## config.mk

```make
export PLATFORM = sky130hd
export DESIGN_NAME = otter_mem_arbiter
export DESIGN_NICKNAME = d
export VERILOG_FILES = /design/src/rtl/otter_mem_arbiter.sv
export SDC_FILE = /design/constraint.sdc
export NUM_CORES = 1
export LEC_CHECK = 0
export ABC_AREA = 1
export CAP_MARGIN = 20
export CORE_MARGIN = 1
export CORE_UTILIZATION = 43
export DETAILED_ROUTE_END_ITERATION = 10
export PLACE_DENSITY = 0.93
export SLEW_MARGIN = 30
export SYNTH_ARGS = -nofsm -noshare
export SYNTH_HDL_FRONTEND = slang
export SYNTH_SLANG_ARGS = --single-unit
```

## constraint.sdc

```tcl
create_clock -name CLK -period 2.85 [get_ports CLK]
set_input_delay 0.57 -clock CLK [delete_from_list [all_inputs] [get_ports CLK]]
set_output_delay 0.57 -clock CLK [all_outputs]
set_load 0.01 [all_outputs]
```

## src/rtl/otter_mem_arbiter.sv

```systemverilog
// Round-robin arbiter sharing the single-port OTTER memory between fetch and data ports.
// Each access runs issue -> fixed-latency wait -> acknowledge; misaligned accesses are rejected without a memory cycle.
module otter_mem_arbiter #(
    parameter int MEM_LAT = 2
) (
    input  logic        CLK,
    input  logic        RST,
    input  logic        IF_REQ,
    input  logic [31:0] IF_ADDR,
    output logic        IF_ACK,
    output logic [31:0] IF_RDATA,
    output logic        IF_ERR,
    input  logic        D_REQ,
    input  logic        D_WE,
    input  logic [31:0] D_ADDR,
    input  logic [31:0] D_WDATA,
    input  logic [1:0]  D_SIZE,
    output logic        D_ACK,
    output logic [31:0] D_RDATA,
    output logic        D_ERR,
    output logic        M_EN,
    output logic        M_WE,
    output logic [31:0] M_ADDR,
    output logic [31:0] M_WDATA,
    output logic [1:0]  M_SIZE,
    input  logic [31:0] M_RDATA,
    output logic        BUSY
);

    localparam logic [1:0] ST_IDLE  = 2'd0;
    localparam logic [1:0] ST_ISSUE = 2'd1;
    localparam logic [1:0] ST_WAIT  = 2'd2;
    localparam logic [1:0] ST_DONE  = 2'd3;

    localparam logic [3:0] WAIT_LAST = 4'(MEM_LAT - 1);

    function automatic logic is_misaligned(input logic [31:0] addr, input logic [1:0] size);
        case (size)
            2'b00:   is_misaligned = 1'b0;
            2'b01:   is_misaligned = addr[0];
            default: is_misaligned = (addr[1:0] != 2'b00);
        endcase
    endfunction

    logic [1:0]  state_r;
    logic        last_grant_r;   // 0 = fetch port, 1 = data port
    logic        gnt_d_r;
    logic [3:0]  cnt_r;
    logic        if_ack_r, if_err_r, d_ack_r, d_err_r;
    logic [31:0] if_rdata_r, d_rdata_r;
    logic        m_en_r, m_we_r, busy_r;
    logic [31:0] m_addr_r, m_wdata_r;
    logic [1:0]  m_size_r;

    logic        req_any_s, grant_d_s, sel_we_s, misalign_s;
    logic [31:0] sel_addr_s, sel_wdata_s;
    logic [1:0]  sel_size_s;

    // Grant selection and operand mux for the IDLE decision
    always_comb begin
        req_any_s   = IF_REQ | D_REQ;
        grant_d_s   = D_REQ & (~IF_REQ | ~last_grant_r);
        sel_addr_s  = IF_ADDR;
        sel_wdata_s = 32'h0000_0000;
        sel_we_s    = 1'b0;
        sel_size_s  = 2'b10;
        if (grant_d_s) begin
            sel_addr_s  = D_ADDR;
            sel_wdata_s = D_WDATA;
            sel_we_s    = D_WE;
            sel_size_s  = (D_SIZE == 2'b11) ? 2'b10 : D_SIZE;
        end else begin
            sel_addr_s  = IF_ADDR;
        end
        misalign_s = is_misaligned(sel_addr_s, sel_size_s);
    end

    // Sequencer; the M_* registers double as the latched operands of the current access
    always_ff @(posedge CLK) begin
        if (RST) begin
            state_r      <= ST_IDLE;
            last_grant_r <= 1'b0;
            gnt_d_r      <= 1'b0;
            cnt_r        <= 4'd0;
            if_ack_r     <= 1'b0;
            if_err_r     <= 1'b0;
            if_rdata_r   <= 32'h0000_0000;
            d_ack_r      <= 1'b0;
            d_err_r      <= 1'b0;
            d_rdata_r    <= 32'h0000_0000;
            m_en_r       <= 1'b0;
            m_we_r       <= 1'b0;
            m_addr_r     <= 32'h0000_0000;
            m_wdata_r    <= 32'h0000_0000;
            m_size_r     <= 2'b00;
            busy_r       <= 1'b0;
        end else begin
            if_ack_r   <= 1'b0;
            if_err_r   <= 1'b0;
            if_rdata_r <= 32'h0000_0000;
            d_ack_r    <= 1'b0;
            d_err_r    <= 1'b0;
            d_rdata_r  <= 32'h0000_0000;
            m_en_r     <= 1'b0;
            case (state_r)
                ST_IDLE: begin
                    if (req_any_s) begin
                        gnt_d_r      <= grant_d_s;
                        last_grant_r <= grant_d_s;
                        busy_r       <= 1'b1;
                        if (misalign_s) begin
                            state_r  <= ST_DONE;
                            if_ack_r <= ~grant_d_s;
                            if_err_r <= ~grant_d_s;
                            d_ack_r  <= grant_d_s;
                            d_err_r  <= grant_d_s;
                        end else begin
                            state_r   <= ST_ISSUE;
                            m_en_r    <= 1'b1;
                            m_we_r    <= sel_we_s;
                            m_addr_r  <= sel_addr_s;
                            m_wdata_r <= sel_wdata_s;
                            m_size_r  <= sel_size_s;
                        end
                    end else begin
                        busy_r <= 1'b0;
                    end
                end
                ST_ISSUE: begin
                    if (m_we_r) begin
                        state_r <= ST_DONE;
                        d_ack_r <= 1'b1;
                    end else begin
                        state_r <= ST_WAIT;
                        cnt_r   <= WAIT_LAST;
                    end
                end
                ST_WAIT: begin
                    if (cnt_r == 4'd0) begin
                        state_r <= ST_DONE;
                        if (gnt_d_r) begin
                            d_ack_r   <= 1'b1;
                            d_rdata_r <= M_RDATA;
                        end else begin
                            if_ack_r   <= 1'b1;
                            if_rdata_r <= M_RDATA;
                        end
                    end else begin
                        cnt_r <= cnt_r - 4'd1;
                    end
                end
                ST_DONE: begin
                    state_r <= ST_IDLE;
                    busy_r  <= 1'b0;
                end
                default: begin
                    state_r <= ST_IDLE;
                    busy_r  <= 1'b0;
                end
            endcase
        end
    end

    assign IF_ACK   = if_ack_r;
    assign IF_ERR   = if_err_r;
    assign IF_RDATA = if_rdata_r;
    assign D_ACK    = d_ack_r;
    assign D_ERR    = d_err_r;
    assign D_RDATA  = d_rdata_r;
    assign M_EN     = m_en_r;
    assign M_WE     = m_we_r;
    assign M_ADDR   = m_addr_r;
    assign M_WDATA  = m_wdata_r;
    assign M_SIZE   = m_size_r;
    assign BUSY     = busy_r;

endmodule

```

# Yosys cells after proc, flatten, opt, wreduce, memory -nomap -nowiden
# Cells that the tools add are included.
dict set report totals {
  elab_cells 78
  out_inout_bits 137
  in_bits 135
  regBits 144
}
dict set report classes {
  n_bitwise 11
  addsub 1
  n_reduce_logical 14
  eq_ne 9
  muxes 28
}
# op count
set ops {}
lappend ops {{$mux 32} 2}
lappend ops {{$mux 1} 13}
lappend ops {{$mux 2} 5}
lappend ops {{$mux 4} 2}
lappend ops {{$ne 2x2->1 const B} 4}
lappend ops {{$not 1->1} 8}
lappend ops {{$pmux 2 s4} 1}
lappend ops {{$pmux 4 s2} 1}
lappend ops {{$reduce_or 4->1} 2}
lappend ops {{$eq 2x2->1 const B} 3}
lappend ops {{$pmux 1 s2} 3}
lappend ops {{$reduce_and 3->1} 2}
lappend ops {{$reduce_bool 2->1} 3}
lappend ops {{$eq 2x1->1 const B} 2}
lappend ops {{$logic_not 2->1} 2}
lappend ops {{$logic_not 4->1} 1}
lappend ops {{$reduce_and 2->1} 2}
lappend ops {{$sub 4x1->4 const B} 1}
lappend ops {{$pmux 1 s3} 1}
lappend ops {{$reduce_or 3->1} 1}
lappend ops {{$or 1x1->1} 2}
lappend ops {{$reduce_or 2->1} 1}
lappend ops {{$and 1x1->1} 1}

# Longest topological paths before layout
dict set report depth {
  word_depth 9
  ltp_mapped 10
  mapped_depth_nobuf 10
}

# Worst setup path after synthesis
# Ideal clock, no wire load.
dict set report synth_timing {
  path_kind {input -> register}
  startpoint {in IF_REQ}
  endpoint {reg m_addr_r[24], in the netlist M_ADDR[24]}
  slack_ns 1.241
  path_stages 10
  arrival_time_ns 1.497
  path_buffers 2
  setup_ns 0.113
  required_time_ns 2.737
  path_cell_list {nand2_2 -> nand2_4 -> nand2_1 -> nand2_1 -> nand2_2 -> nand3_4 -> buf_6 -> buf_6 -> nor2_1 -> nor2_1}
}
dict set report synth_between {
  elab_chain_len 8
  elab_cells_between_ends 12
}
# item line_no
set synth_rtl {}
lappend synth_rtl {{start: declaration} 8} ;# input logic IF_REQ,
lappend synth_rtl {{$not 1->1} 62} ;# grant_d_s = D_REQ & (~IF_REQ | ~last_grant_r);
lappend synth_rtl {{$or 1x1->1} 62}
lappend synth_rtl {{$and 1x1->1} 62}
lappend synth_rtl {{$mux 2 or $mux 32 (tied branches)} 67} ;# if (grant_d_s) begin
lappend synth_rtl {{$eq 2x1->1, or another cell as far along} 38} ;# case (size)
lappend synth_rtl {{$pmux 1 s2} 38}
lappend synth_rtl {{$not 1->1 (no source line)} n/a}
lappend synth_rtl {{$reduce_and 3->1 (no source line)} n/a}
lappend synth_rtl {{end signal: assignment} 121} ;# m_addr_r <= sel_addr_s;
lappend synth_rtl {{end: declaration} 52} ;# logic [31:0] m_addr_r, m_wdata_r;
# Parallel ways exist; a longest one is shown, timed or not.
# A chain may end at the register's enable or synchronous reset.

# Worst setup path in the final report
dict set report layout_timing {
  startpoint {in D_REQ}
  endpoint {reg m_addr_r[24], in the netlist M_ADDR[24]}
}
dict set report layout_between {
  elab_chain_len 6
  elab_cells_between_ends 10
}
# item line_no
set layout_rtl {}
lappend layout_rtl {{start: declaration} 13} ;# input logic D_REQ,
lappend layout_rtl {{$and 1x1->1} 62}
lappend layout_rtl {{$mux 2 or $mux 32 (tied branches)} 67}
lappend layout_rtl {{$eq 2x1->1, or another cell as far along} 38}
lappend layout_rtl {{$pmux 1 s2} 38}
lappend layout_rtl {{$not 1->1 (no source line)} n/a}
lappend layout_rtl {{$reduce_and 3->1 (no source line)} n/a}
# Parallel ways exist; a longest one is shown, timed or not.

==> flow_metrics.env <==
export IMPL_m1WireLength_um=6210
export IMPL_hold_path_endpoint="M_WDATA[3]"
export IMPL_worstSkewPairLatency_ns=0.41
export IMPL_critPathArrivalTime_ns=2.41
export IMPL_rr_endpoint="M_ADDR[24]"
export IMPL_r2r_cells=8
export IMPL_crit_chain="clkdlybuf4s50_1 > nand2_4 > nand2_1 > nand2_1 > nand2_2 > nand3_4 > buf_12 > nor2_1 > nor2_1"
export IMPL_postCtsResizedCells=0
export IMPL_setup_tns_ns=0
export IMPL_crit_buf_inv=2
export IMPL_portBuffers=271
export IMPL_track_usage=0.259
export IMPL_critical_path_endpoint_type="flop"
export IMPL_place_inst=1148
export IMPL_r2r_slack_ns=0.88
export IMPL_dieArea_um2=13100
export IMPL_pwr_share_seq=0.362
export IMPL_power_density_nw_per_um2=748
export IMPL_worstPathRequired_ns=3.16
export IMPL_ios=272
export IMPL_crit_path_top_delay_cell="clkdlybuf4s50_1"
export IMPL_avgSynthCellArea_um2=7.38
export IMPL_finalHoldViolCount=0
export IMPL_initial_core_util=0.446
export IMPL_clk_path_buf_depth=2
export IMPL_postSynthCellCount=735
export IMPL_dr_pass1_iters=5
export IMPL_grt_pass1_vias=5488
export IMPL_rsz0062_at_grt="no"
export IMPL_cap_violations=0
export IMPL_p_sw_frac=0.302
export IMPL_path_delay_family="buffers and inverters"
export IMPL_regArea_um2=2880
export IMPL_status="finished, final reports clean"
export IMPL_finalCritPeriodShare=0.739
export IMPL_r2r_start="state_r[0]"
export IMPL_grt_pass1_wl_um=25800
export IMPL_path_depth=9
export IMPL_cp_start_kind="primary input"
export IMPL_p_clk_frac=0.357
export IMPL_rows=40
export IMPL_hold_buffers=0
export IMPL_antenna_found_initial=0
export IMPL_maxSlewViolCount=0
export IMPL_grt_ovfl_total=0
export IMPL_syn_area_um2=5430
export IMPL_met2_length_um=8560
export IMPL_drc=0
export IMPL_vias=5539
export IMPL_p_comb_frac=0.280
export IMPL_hold_class="flop to flop"
export IMPL_multiInputGateArea_um2=2010
export IMPL_tritoncts="yes"
export IMPL_max_slew_margin=0.592
export IMPL_final_common_cell="clkdlybuf4s50_1"
export IMPL_htree_num_levels=4
export IMPL_grt_start_max_net_pins=39
export IMPL_area_growth_pct=64.1
export IMPL_wl_met3_um=1540
export IMPL_postCtsSetupBuffers=0
export IMPL_synth_nets=876
export IMPL_nets=1140
export IMPL_numCtsBuffers=17
export IMPL_core_um2=12200
export IMPL_top_layer_used="met4"
export IMPL_wl_per_cell_um=14.2
export IMPL_routed_wl_um=16700
export IMPL_root_buffer="clkbuf_16"
export IMPL_ant_nets=0
export IMPL_ys_seq_area_frac=0.531
export IMPL_hpwl_um=11800
export IMPL_die_w_um=114
export IMPL_gp_congestion=0.839
export IMPL_diodes=0
export IMPL_fin_crit_ns=2.11
export IMPL_drive_gt1_frac=0.0514
export IMPL_fmax_mhz=475
export IMPL_drt_vias_per_instance=4.69
export IMPL_max_stage_delay_ns=0.63
export IMPL_skew_ns=0.00759
export IMPL_path_clk_slew_ns=0.06
export IMPL_p_int_mw=4.65
export IMPL_synth_cell_types=22
export IMPL_final_cell_mix="clkdlybuf4s50_1 (271), nand2_1 (216), dfxtp_1 (144)"
export IMPL_p_leak_nw=3.98
export IMPL_hold_path_startpoint="M_WDATA[3]"
export IMPL_first_iter_violations=283
export IMPL_ir_worst_vdd_uv=560
export IMPL_crit_type="primary input to flop"
export IMPL_switchingPower_mw=2.01
export IMPL_clock_sinks=144
export IMPL_layoutNonFillerInstCount=1180
export IMPL_yosys_warnings=0
export IMPL_die_height_um=114
export IMPL_fillers=853
export IMPL_cp_max_fo=36
export IMPL_tightest_slew_ns=0.612
export IMPL_setup_viol=0
export IMPL_worst_hold_path_num_cells=2
export IMPL_ys_ff_latch=144
==> synth_stat cells <==
| master | n | area (um^2) |
|---|---|---|
| o21bai_1 | 1 | 7.51 |
| o21ai_0 | 5 | 25.0 |
| a21oi_1 | 40 | 200 |
| buf_6 | 4 | 45.0 |
| a21boi_0 | 1 | 7.51 |
| nand3_1 | 14 | 70.1 |
| buf_4 | 4 | 30.0 |
| dfxtp_1 | 144 | 2880 |
| nand2_4 | 1 | 11.3 |
| nand3_2 | 1 | 10.0 |
| nand3_4 | 1 | 17.5 |
| nor3_1 | 3 | 15.0 |
| clkbuf_1 | 16 | 60.1 |
| nor2_4 | 1 | 11.3 |
| nand2_1 | 216 | 811 |
| nand2_2 | 2 | 12.5 |
| buf_2 | 11 | 55.1 |
| ha_1 | 6 | 75.1 |
| nand4_1 | 35 | 219 |
| buf_1 | 4 | 15.0 |
| nor2_1 | 136 | 510 |
| inv_1 | 89 | 334 |
==> layout make-up <==
cell class / count / share of cell area
flip-flops and latches: 144 / 0.324
repair buffers: 284 / 0.319
multi-input cells: 463 / 0.225
clock buffers: 18 / 0.0482
inverters: 89 / 0.0375
well taps: 168 / 0.0236
clock inverters: 14 / 0.0229
==> how the worst max path moves through the flow <==
| stage | startpoint | endpoint | slack (ns) |
|---|---|---|---|
| after CTS | D_REQ | M_WDATA[31] | 0.78 |
| after floorplan | IF_REQ | M_ADDR[24] | 1.24 |
| after global placement | D_REQ | M_WE | 0.38 |
| after detailed placement | D_REQ | M_WE | 0.35 |
| after global routing | D_REQ | M_WDATA[31] | 0.59 |
| final | D_REQ | M_ADDR[24] | 0.74 |
==> cell families (layout without fill, tap and decap cells) <==
kind of cell	count (synthesis)	after routing	share of synthesized area
and+or+nand+nor	410	410	0.311
adders and majority gates	6	6	0.0138
AOI/OAI and AO/OA	47	47	0.0443
DFF	144	144	0.531
buffers and inverters	128	405	0.0994
==> stage by stage <==
stage          total power [mW]  utilization  area, um^2  setup WS [ns]  hold slack (ns)
6_report                   6.66        0.732        8900          0.743            0.462
5_1_grt                    7.01        0.732        8900          0.593            0.476
4_1_cts                    6.69        0.732        8900          0.776            0.463
3_5_place_dp               4.29        0.680        8270          0.353            0.455
3_3_place_gp               4.25        0.680        8270          0.380            0.446
2_1_floorplan              3.42            -        5430           1.24            0.471
==> power by group through the flow <==
stage	clock (mW)	sequential [mW]	combinational (mW)
floorplan	0	2.55	0.867
global placement	0	2.44	1.81
detailed placement	0	2.45	1.84
CTS	2.41	2.41	1.87
global route	2.49	2.44	2.08
finish	2.38	2.41	1.87
==> metal layers <==
metal	GRT usage	vias to the layer above
li1	-	2770
met1	0.260	2491
met2	0.476	251
met3	0.103	27
met4	0.106	0
met5	0	-
==> worst register-to-register path, stage by stage (launching register included) <==
cell	delay, ns
dfxtp_1	0.34
inv_1	0.13
ha_1	0.23
inv_1	0.12
nor2_4	0.19
nand3_4	0.35
buf_12	0.32
nor2_1	0.13
nor2_1	0.06
==> flip-flops by register name (all words and copies together) (netlist names) <==
signal and count:
M_WDATA 32, IF_RDATA 32, M_SIZE 2, IF_ACK 1
cnt_r 4, D_RDATA 32, BUSY 1, state_r 2
IF_ERR 1, gnt_d_r 1, M_EN 1, M_WE 1
D_ERR 1, D_ACK 1, M_ADDR 32
Note: power is estimated with default switching activity, not from simulation.
